### config.mk
export PLATFORM = sky130hd
export DESIGN_NAME = noc_rx_dispatcher
export DESIGN_NICKNAME = d
export VERILOG_FILES = /design/src/rtl/noc_rx_pkg.sv /design/src/rtl/noc_sync_fifo.sv /design/src/rtl/noc_rx_dispatcher.sv
export SDC_FILE = /design/constraint.sdc
export NUM_CORES = 1
export LEC_CHECK = 0
export BUFFER_PORTS_ARGS = -buffer_cell sky130_fd_sc_hd__buf_2
export CAP_MARGIN = 20
export CELL_PAD_IN_SITES_DETAIL_PLACEMENT = 1
export CELL_PAD_IN_SITES_GLOBAL_PLACEMENT = 1
export CORE_ASPECT_RATIO = 0.9
export CORE_MARGIN = 2
export CORE_UTILIZATION = 35
export CTS_CLUSTER_DIAMETER = 40
export DETAILED_ROUTE_END_ITERATION = 10
export PLACE_DENSITY = 0.74
export SETUP_SLACK_MARGIN = 0.1
export SLEW_MARGIN = 0
export SYNTH_ARGS = -nofsm -noshare
export SYNTH_HDL_FRONTEND = slang
export SYNTH_HIERARCHICAL = 1
export SYNTH_SLANG_ARGS = --single-unit
### constraint.sdc
create_clock -name clk -period 3.8 [get_ports clk]
set_clock_uncertainty 0.15 [all_clocks]
set_input_delay 0.38 -clock clk [delete_from_list [all_inputs] [get_ports clk]]
set_output_delay 0.38 -clock clk [all_outputs]
set_load 0.05 [all_outputs]
### src/rtl/noc_rx_pkg.sv
// ============================================================================
// noc_rx_pkg : shared FSM encoding and constants for the NoC receive dispatcher
// Revision   : 1.0
// ============================================================================
`default_nettype none

package noc_rx_pkg;

  localparam int DROP_CNT_W = 8;

  typedef enum logic [0:0] {
    WAIT  = 1'b0,
    FLUSH = 1'b1
  } state_t;

endpackage

`default_nettype wire

### src/rtl/noc_sync_fifo.sv
// ============================================================================
// noc_sync_fifo : synchronous FIFO with level output, no push/pop bypass
// Revision      : 1.0
// ============================================================================
`default_nettype none

module noc_sync_fifo #(
  parameter int WIDTH = 18,
  parameter int DEPTH = 4
) (
  input  logic                         clk,
  input  logic                         rst,
  input  logic                         push,
  input  logic [WIDTH-1:0]             push_data,
  input  logic                         pop,
  output logic [WIDTH-1:0]             pop_data,
  output logic                         full,
  output logic                         empty,
  output logic [$clog2(DEPTH+1)-1:0]   level
);

  localparam int PTR_W = $clog2(DEPTH);
  localparam int LVL_W = $clog2(DEPTH+1);

  logic [WIDTH-1:0] r_mem [DEPTH];
  logic [PTR_W-1:0] r_wr_ptr;
  logic [PTR_W-1:0] r_rd_ptr;
  logic [LVL_W-1:0] r_level;
  logic             w_do_push;
  logic             w_do_pop;

  assign full      = (r_level == LVL_W'(DEPTH));
  assign empty     = (r_level == '0);
  assign level     = r_level;
  assign w_do_push = push && !full;
  assign w_do_pop  = pop && !empty;
  assign pop_data  = r_mem[r_rd_ptr];

  // Storage carries no reset; validity is tracked by the level alone.
  always_ff @(posedge clk) begin
    if (w_do_push) begin
      r_mem[r_wr_ptr] <= push_data;
    end
  end

  always_ff @(posedge clk) begin
    if (!rst) begin
      r_wr_ptr <= '0;
      r_rd_ptr <= '0;
      r_level  <= '0;
    end else begin
      if (w_do_push) begin
        r_wr_ptr <= r_wr_ptr + 1'b1;
      end
      if (w_do_pop) begin
        r_rd_ptr <= r_rd_ptr + 1'b1;
      end
      r_level <= r_level + LVL_W'(w_do_push) - LVL_W'(w_do_pop);
    end
  end

endmodule

`default_nettype wire

### src/rtl/noc_rx_dispatcher.sv
// ============================================================================
// noc_rx_dispatcher : re-arms the serial receiver and routes queued packets
//                     to N_DEST consumers by the low padding bits
// Revision          : 1.0
// ============================================================================
`default_nettype none

module noc_rx_dispatcher
  import noc_rx_pkg::*;
#(
  parameter int PACKET_BITS  = 16,
  parameter int PADDING_BITS = 4,
  parameter int N_DEST       = 4,
  parameter int FIFO_DEPTH   = 4
) (
  input  logic                              clk,
  input  logic                              rst,
  input  logic                              rx_valid,
  input  logic [PADDING_BITS-1:0]           rx_padding,
  input  logic [PACKET_BITS-1:0]            rx_packet,
  output logic                              flush,
  output logic [N_DEST-1:0]                 out_valid,
  input  logic [N_DEST-1:0]                 out_ready,
  output logic [PACKET_BITS-1:0]            out_packet,
  output logic [DROP_CNT_W-1:0]             drop_cnt,
  output logic [$clog2(FIFO_DEPTH+1)-1:0]   fifo_level
);

  localparam int DEST_BITS = $clog2(N_DEST);
  localparam int FIFO_W    = DEST_BITS + PACKET_BITS;

  state_t                  r_state;
  logic                    r_flush;
  logic [DROP_CNT_W-1:0]   r_drop_cnt;
  logic [DEST_BITS-1:0]    w_dest;
  logic                    w_dest_ok;
  logic                    w_push;
  logic                    w_pop;
  logic                    w_full;
  logic                    w_empty;
  logic [FIFO_W-1:0]       w_head;
  logic [DEST_BITS-1:0]    w_head_dest;

  assign w_dest    = rx_padding[DEST_BITS-1:0];
  assign w_dest_ok = ({1'b0, w_dest} < (DEST_BITS+1)'(N_DEST));

  generate
    if (PADDING_BITS > DEST_BITS) begin : g_pad_unused
      logic w_unused_pad;
      assign w_unused_pad = ^rx_padding[PADDING_BITS-1:DEST_BITS];
    end
  endgenerate

  // Push decision looks only at the registered full flag, so a pop that
  // frees a slot lets the held packet in on the following edge.
  assign w_push = (r_state == WAIT) && rx_valid && w_dest_ok && !w_full;
  assign w_pop  = |(out_valid & out_ready);

  always_ff @(posedge clk) begin
    if (!rst) begin
      r_state    <= WAIT;
      r_flush    <= 1'b0;
      r_drop_cnt <= '0;
    end else begin
      case (r_state)
        WAIT: begin
          r_flush <= 1'b0;
          if (rx_valid) begin
            if (!w_dest_ok) begin
              if (r_drop_cnt != {DROP_CNT_W{1'b1}}) begin
                r_drop_cnt <= r_drop_cnt + 1'b1;
              end
              r_state <= FLUSH;
              r_flush <= 1'b1;
            end else if (!w_full) begin
              r_state <= FLUSH;
              r_flush <= 1'b1;
            end
          end
        end
        FLUSH: begin
          r_flush <= 1'b0;
          r_state <= WAIT;
        end
        default: begin
          r_flush <= 1'b0;
          r_state <= WAIT;
        end
      endcase
    end
  end

  noc_sync_fifo #(
    .WIDTH (FIFO_W),
    .DEPTH (FIFO_DEPTH)
  ) u_fifo (
    .clk       (clk),
    .rst       (rst),
    .push      (w_push),
    .push_data ({w_dest, rx_packet}),
    .pop       (w_pop),
    .pop_data  (w_head),
    .full      (w_full),
    .empty     (w_empty),
    .level     (fifo_level)
  );

  assign w_head_dest = w_head[FIFO_W-1:PACKET_BITS];
  assign out_packet  = w_empty ? '0 : w_head[PACKET_BITS-1:0];
  assign flush       = r_flush;
  assign drop_cnt    = r_drop_cnt;

  always_comb begin
    out_valid = '0;
    for (int d = 0; d < N_DEST; d++) begin
      out_valid[d] = !w_empty && (w_head_dest == DEST_BITS'(d));
    end
  end

endmodule

`default_nettype wire

# Yosys cells after proc, flatten, opt, wreduce, memory -nomap -nowiden
# Memory sizes are Yosys's and may differ from the RTL's. A register that Yosys moved wholly into a read port is not among the register bits.
# Index checks and enable logic that the tools add are counted.
# word_totals
reg_bits	8
ramBits	72
word_cells	36
mem_count	1
# classes
add_sub_neg	4
n_eq_ne	4
mux	8
bitwise_logic	2
n_reduce_logical	13
# mem_list
name	depth	word_bits	rd	rd_ports_with_merged_regs	write_ports	line	rtl
u_fifo.r_mem	4	18	1	1	1	noc_sync_fifo.sv:25	logic [WIDTH-1:0] r_mem [DEPTH];
# ops
op	n
$mux 16	1
$logic_and 1x1->1	8
$add 2x1->2 const B	2
$and 4x4->4	1
$eq 2x2->1 const B	2
$mux 1	4
$mux 2	2
$reduce_or 4->1	1
$add 3x1->3	1
$eq 3x3->1 const B	1
$logic_not 3->1	1
$sub 3x1->3	1
$eq 2x1->1 const B	1
$logic_not 1->1	2
$logic_not 2->1	1
$pmux 1 s2	1
$not 1->1	1

# Depth between registers and ports, before layout
# Gate-level depths: netlist of the first run.
# logic_depth
depth_word	8
ltp_mapped	12
mapped_depth_nobuf	11

# Hierarchy
# Netlist of the first run, hierarchy kept.
# by_module_without_submodules
mod	instances	cells_per_inst	area_per_inst_um2	seq_area_each_um2
noc_sync_fifo	1	145	3124.2	2342.2
noc_rx_dispatcher	1	36	275.3	20.0

# Least setup slack after synthesis of the first run
# Ideal clock, no wire load.
# synth_path
path_type	register to register
from	reg with a tool-made name
to	reg u_fifo.r_level[2] (netlist: u_fifo/level[2])
setup_ps	115
t_arrival_ps	3070
t_required_ps	3535
slack_ps	465
path_stages_with_launch	13
period_less_slack_ps	3335
path_cell_list	dfxtp_1 buf_6 mux4_1 mux4_2 nor2b_4 nor2b_1 ha_1 inv_1 ha_1 fa_1 xnor2_1 xnor2_1 and2_1
# synth_lines
item	line	rtl
end signal: assignment	noc_sync_fifo.sv:58	r_level <= r_level + LVL_W'(w_do_push) - LVL_W'(w_do_pop);
end: declaration	noc_sync_fifo.sv:28	logic [LVL_W-1:0] r_level;

==> results of run 1 <==
-- sequential cells by signal (all words and copies together) (netlist names), named ones only --
| name | cells |
|---|---|
| u_fifo/r_mem | 72 |
| u_fifo/level | 3 |
| u_fifo/r_rd_ptr | 2 |
| u_fifo/r_wr_ptr | 2 |
| flush | 1 |
-- worst max-delay path, cell delays in order (launching register included) --
cell and delay [ps]:
dfxtp_1 410, mux4_1 690, mux4_2 460, nor2b_4 150, nor2b_1 180, ha_1 310, inv_1 40, ha_1 180
fa_1 380, xnor2_1 150, xnor2_1 120, and2_1 150
-- kinds of logic (layout without fill, tap and decap cells) --
group	after synthesis	count (layout)	synth area share [%]
multiplexers	21	21	14.1
AO/OA/AOI/OAI	4	4	0.662
AND/OR/NAND/NOR	42	42	8.24
adder cells (fa/ha/maj)	7	7	2.80
buffers and inverters	22	78	4.12
other	1	8	0.110
flip-flops	82	82	69.5
XOR/XNOR	2	2	0.515
-- synthesized netlist by cell type (2+ instances only) --
cell type	count	area share, %
ha_1	6	2.2
and2_1	8	1.5
xnor2_1	2	0.52
buf_2	3	0.44
dfxtp_1	10	5.9
mux2i_1	2	0.59
inv_1	6	0.66
clkbuf_1	3	0.33
buf_4	8	1.8
mux4_2	11	7.3
o21ai_0	3	0.44
nor2b_1	18	3.3
nor3b_2	2	0.74
nor3b_1	2	0.44
nand2_1	6	0.66
edfxtp_1	72	64
mux4_1	8	6.2
-- path summary, 6_finish.rpt --
kind                            from                 end  slack, ps
setup / recovery            register     u_fifo/level[2]        350
hold / removal          rx_packet[4]  u_fifo/r_mem[0][4]         90
setup reg to reg            register     u_fifo/level[2]        350
hold reg to reg   u_fifo/r_rd_ptr[1]            register        340
-- layer usage --
metal,share of wire (%),GRT usage (%),vias to the layer above,wire (µm)
met2,51,20.7,43,3080
met1,43,15.4,841,2550
li1,-,-,790,-
met3,4.0,3.22,10,239
met5,0,0,-,0
met4,2.1,6.21,0,128
-- stage by stage --
stage	worst slack [ps]	util, %
after detailed placement	318	39.4
after global routing	167	41.5
after floorplan	465	-
final	349	41.5
after global placement	375	39.4
after CTS	292	41.5
-- power groups by stage --
stage	registers (µW)	clock network (µW)	logic, µW
floorplan	1180	0	747
global placement	1150	0	970
detailed placement	1160	0	983
CTS	1140	662	988
global route	1150	692	1040
finish	1140	636	966
-- layout make-up --
type | instances | area, µm²
fillers | 964 | 5600
flip-flops and latches | 82 | 2360
multi-input cells | 84 | 930
repair buffers | 56 | 300
well taps | 126 | 158
clock buffers | 9 | 124
clock inverters | 7 | 76.3
inverters | 6 | 22.5
==> out/results.txt, run 1 <==
outcome - completed
vias in the first global route - 1791
highest ir drop seen on vdd - 0.000275 V
number of levels the H-tree was split into - 3
total iterations of the first detailed-routing run - 4
fin nets - 273
core area - 9570 µm²
classification of the worst-slack hold path - in -> reg
post-detail-place hpwl - 4070 µm
synthesized flop and latch total - 82
routed via count divided by cell count - 4.55
EDFF count, synth - 72
count of hold-fix buffers inserted at cts - 0
antenna violations before repair - 0
measured slew at the worst slew-check pin - 642 ps
switching part of the total power - 37.2%
total via count after detailed routing - 1684
arrival time worst endpoint - 3550 ps
number of buffers added for setup after CTS - 0
synthesized area per cell - 18.8 µm²
number of ports placed on the die boundary - 59
ratio of total power to cell area - 690 nW/µm²
number of buffers inserted during clock tree synthesis - 9
Combinational Power Share - 35.2%
total placed cells including tap cells - 354
aggregate global routing overflow - 0
overall power of the completed layout - 2740 µW
switching power of the nets - 1020 µW
area of the mapped netlist - 3400 µm²
Placed Area - 3770 µm²
max_cap viols - 0
maximum number of pins on one net before global-route repair - 16
post-detailed-routing wire length - 6010 µm
kind of launch point of the worst setup path - register
TritonCTS clock tree - done
wire length of the first global-routing pass - 9580 µm
P_int - 1720 µW
CTS-repair resized insts - 0
GRT Util Overall - 12.6%
most common cell after layout, fill and taps aside - edfxtp_1
sequential cell area fraction in the yosys report - 69.5%
Flop pwr share - 41.5%
area growth from synthesis to final layout - 16.9%
number of I/O port buffers - 48
fin. max-slew vios - 0
fraction of final layout cells sized beyond drive strength 1 - 35.2%
Async SR Flop Fraction - 0%
maximum root-to-sink buffer count - 2
number of standard cells in the final layout excluding fillers - 370
die area - 10500 µm²
RSZ-0062 raised after global routing - no
clk sink count - 82
initial core utilization - 35.5%
DRC violation count after routing - 0
die boundary width - 108 µm
die extent in y - 97.5 µm
hold violation count in the final report - 0
Clock power frac - 23.2%
Worst Path Required - 3900 ps
largest driver fanout on the critical path - 5
Synth cell types - 28
Fin Hold WS - 85.2 ps
Diodes inserted - 0
time the worst path needs with I/O delays and setup - 3450 ps
period utilization - 90.8%
DR iter-0 viols - 48
Post-Synthesis Cells - 181
CTS Root Buffer Type - clkbuf_8
prevailing post-synth register cell - edfxtp_1
leakage power - 0.00144 µW
worst slew slack as a fraction of its limit - 57.1%
category of the most critical setup path - reg -> reg
worst hold stages - 1
CTS clock-pin slew for the worst setup and hold paths - 90 ps
total negative setup slack - 0 ps
routability-driven placement congestion ratio - 0.664
Peak Freq - 290 MHz
cell row count - 34
Routed wire per std cell - 16.2 µm
most frequent cells in the layout - edfxtp_1, buf_2, nor2b_1
Final Cell Area - 3970 µm²
worst reg2reg path depth - 11
Post-DRT Antenna Nets - 0
clock latency on the worst-skew pair - 350 ps
synthesis warning total - 6
count of endpoints failing setup in the final report - 0
Crit. End Element - register
(Power assumes the default switching activity.)
==> run 2: changes to the inputs <==
--- a/config.mk
+++ b/config.mk
@@ -9,7 +9,6 @@
 export CAP_MARGIN = 20
 export CELL_PAD_IN_SITES_DETAIL_PLACEMENT = 1
 export CELL_PAD_IN_SITES_GLOBAL_PLACEMENT = 1
-export CORE_ASPECT_RATIO = 0.9
 export CORE_MARGIN = 2
 export CORE_UTILIZATION = 35
 export CTS_CLUSTER_DIAMETER = 40
==> run 2 against run 1 <==
Compared with the run above: sequential cell count is the same; sequential share of layout area grew 0.89 points; clock power shrank 13%; count of clock-buffer cells in the layout is the same; register-to-register slack is essentially flat; worst hold slack gained 8.9 ps; final cell count shrank 0.54%; total power shrank 3.2%; worst setup slack is essentially flat; non-clock buffer count shrank 5; core utilization grew 0.48 points.
==> out/results.txt, run 2 (same netlist as run 1, synthesis figures left out) <==
outcome - completed
category of the most critical setup path - reg -> reg
Peak Freq - 290 MHz (about the same)
number of levels the H-tree was split into - 3 (unchanged)
DRC violation count after routing - 0 (unchanged)
Routed wire per std cell - 16.3 µm (+0.63%)
count of endpoints failing setup in the final report - 0 (unchanged)
switching part of the total power - 38.0% (+0.83 points)
fin nets - 268 (-1.8%)
total negative setup slack - 0 ps (unchanged)
most frequent cells in the layout - edfxtp_1, buf_2, nor2b_1
Clock power frac - 20.9% (-2.3 points)
largest driver fanout on the critical path - 5 (unchanged)
number of flip-flops in the largest register - 72 (unchanged)
core area - 9330 µm² (-2.5%)
fraction of final layout cells sized beyond drive strength 1 - 34.3% (-0.94 points)
number of buffers added for setup after CTS - 0 (unchanged)
classification of the worst-slack hold path - in -> reg
number of I/O port buffers - 48 (unchanged)
total iterations of the first detailed-routing run - 4 (unchanged)
total via count after detailed routing - 1703 (+1.1%)
count of hold-fix buffers inserted at cts - 0 (unchanged)
cell row count - 35 (+2.9%)
clock latency on the worst-skew pair - 340 ps (about the same)
kind of launch point of the worst setup path - register
GRT Util Overall - 12.5% (-0.070 points)
time the worst path needs with I/O delays and setup - 3450 ps (+0.318 ps)
Combinational Power Share - 35.9% (+0.7 points)
Post-DRT Antenna Nets - 0 (unchanged)
largest register by flop count - u_fifo/r_mem
M1 wire length - 2620 µm (+2.7%)
DR iter-0 viols - 68 (+42%)
routability-driven placement congestion ratio - 0.670 (+0.99%)
most common cell after layout, fill and taps aside - edfxtp_1
die area - 10500 µm² (about the same)
CTS-repair resized insts - 0 (unchanged)
max_cap viols - 0 (unchanged)
worst slew slack as a fraction of its limit - 33.6% (-24 points)
total placed cells including tap cells - 352 (-0.56%)
arrival time worst endpoint - 3550 ps (about the same)
number of standard cells in the final layout excluding fillers - 368 (-0.54%)
Flop pwr share - 43.2% (+1.7 points)
worst setup margin - 348 ps (-0.318 ps)
CTS Root Buffer Type - clkbuf_8
initial core utilization - 36.4% (+0.93 points)
measured slew at the worst slew-check pin - 997 ps (+355 ps)
Placed Area - 3740 µm² (-0.90%)
metal2 WL - 3020 µm (-2.0%)
fin. max-slew vios - 0 (unchanged)
CTS clock-pin slew for the worst setup and hold paths - 90 ps (about the same)
switching power of the nets - 1010 µW (-1.0%)
post-detail-place hpwl - 4130 µm (+1.4%)
leakage power - 0.00140 µW (-2.7%)
Worst Path Required - 3900 ps (about the same)
antenna violations before repair - 1 (+1)
maximum root-to-sink buffer count - 2 (unchanged)
area growth from synthesis to final layout - 15.2%
post-detailed-routing wire length - 6010 µm (about the same)
highest metal layer used by the detailed router - met5
Crit. End Element - register
routed via count divided by cell count - 4.63 (+1.7%)
wire length of the first global-routing pass - 9480 µm (-1.1%)
vias in the first global route - 1763 (-1.6%)
clk sink count - 82 (unchanged)
highest ir drop seen on vdd - 0.000177 V (-36%)
TritonCTS clock tree - done
number of buffers inserted during clock tree synthesis - 9 (unchanged)
die boundary width - 103 µm (-4.9%)
Final Cell Area - 3920 µm² (-1.4%)
RSZ-0062 raised after global routing - no
worst setup slack before clock tree synthesis - 204 ps (-114 ps)
ratio of total power to cell area - 678 nW/µm² (-1.8%)
die extent in y - 103 µm (+5.2%)
Diodes inserted - 0 (unchanged)
number of ports placed on the die boundary - 59 (unchanged)
period utilization - 90.8% (about the same)
aggregate global routing overflow - 0 (unchanged)
maximum number of pins on one net before global-route repair - 19 (+3)
P_int - 1640 µW (-4.5%)
hold violation count in the final report - 0 (unchanged)
met3 wire length - 233 µm (-2.5%)
==> run 2: cell types whose count changed in the layout (fill, tap and decap cells not counted), sizes merged <==
| cell | previous run | this run |
|---|---|---|
| buf | 56 | 51 |
| clkinv | 3 | 5 |
| bufinv | 1 | 0 |
| inv | 9 | 8 |
==> run 2: path summary, 6_finish.rpt <==
path / slack, ps / cells after the start / endpoint / from
max: 350 / 11 / u_fifo/level[2] / register
min: 90 / 1 / u_fifo/r_mem[3][5] / rx_packet[5]
max reg2reg: 350 / 11 / u_fifo/level[2] / register
min reg2reg: 340 / 2 / register / u_fifo/r_rd_ptr[1]
==> run 2: area by class of cell <==
cell class              count  area (µm²)
clock buffers               9         124
clock inverters             7        52.6
fillers                   938        5410
inverters                   6        22.5
multi-input cells          84         930
flip-flops and latches     82        2360
well taps                 129         161
repair buffers             51         263
==> run 2: per-layer routing <==
| metal | up-vias | track usage (%) |
|---|---|---|
| met5 | - | 0 |
| met4 | 2 | 6.77 |
| met3 | 11 | 2.44 |
| met2 | 45 | 20.3 |
| met1 | 865 | 16.0 |
| li1 | 780 | - |
==> run 2: worst max-delay path: stages (launching register included) <==
cell	delay (ps)
dfxtp_2	420
mux4_1	670
mux4_2	460
nor2b_4	150
nor2b_1	180
ha_1	310
inv_1	40
ha_1	180
fa_1	380
xnor2_1	140
xnor2_1	130
and2_1	150
==> run 2: through the flow <==
stage	hold WS, ps	power (µW)	utilization [%]
after floorplan	306	1920	-
after global placement	318	2110	40.1
after detailed placement	338	2140	40.1
after global routing	90.7	2790	42.0
final	94.1	2650	42.0
after CTS	82.8	2690	42.0
==> run 2: power groups by stage <==
stage                     clock [µW]  sequential [µW]  combinational (µW)
after floorplan                    0             1180                 747
after global placement             0             1160                 953
after detailed placement           0             1170                 970
after CTS                        572             1150                 973
after global routing             603             1160                1030
final                            554             1150                 953
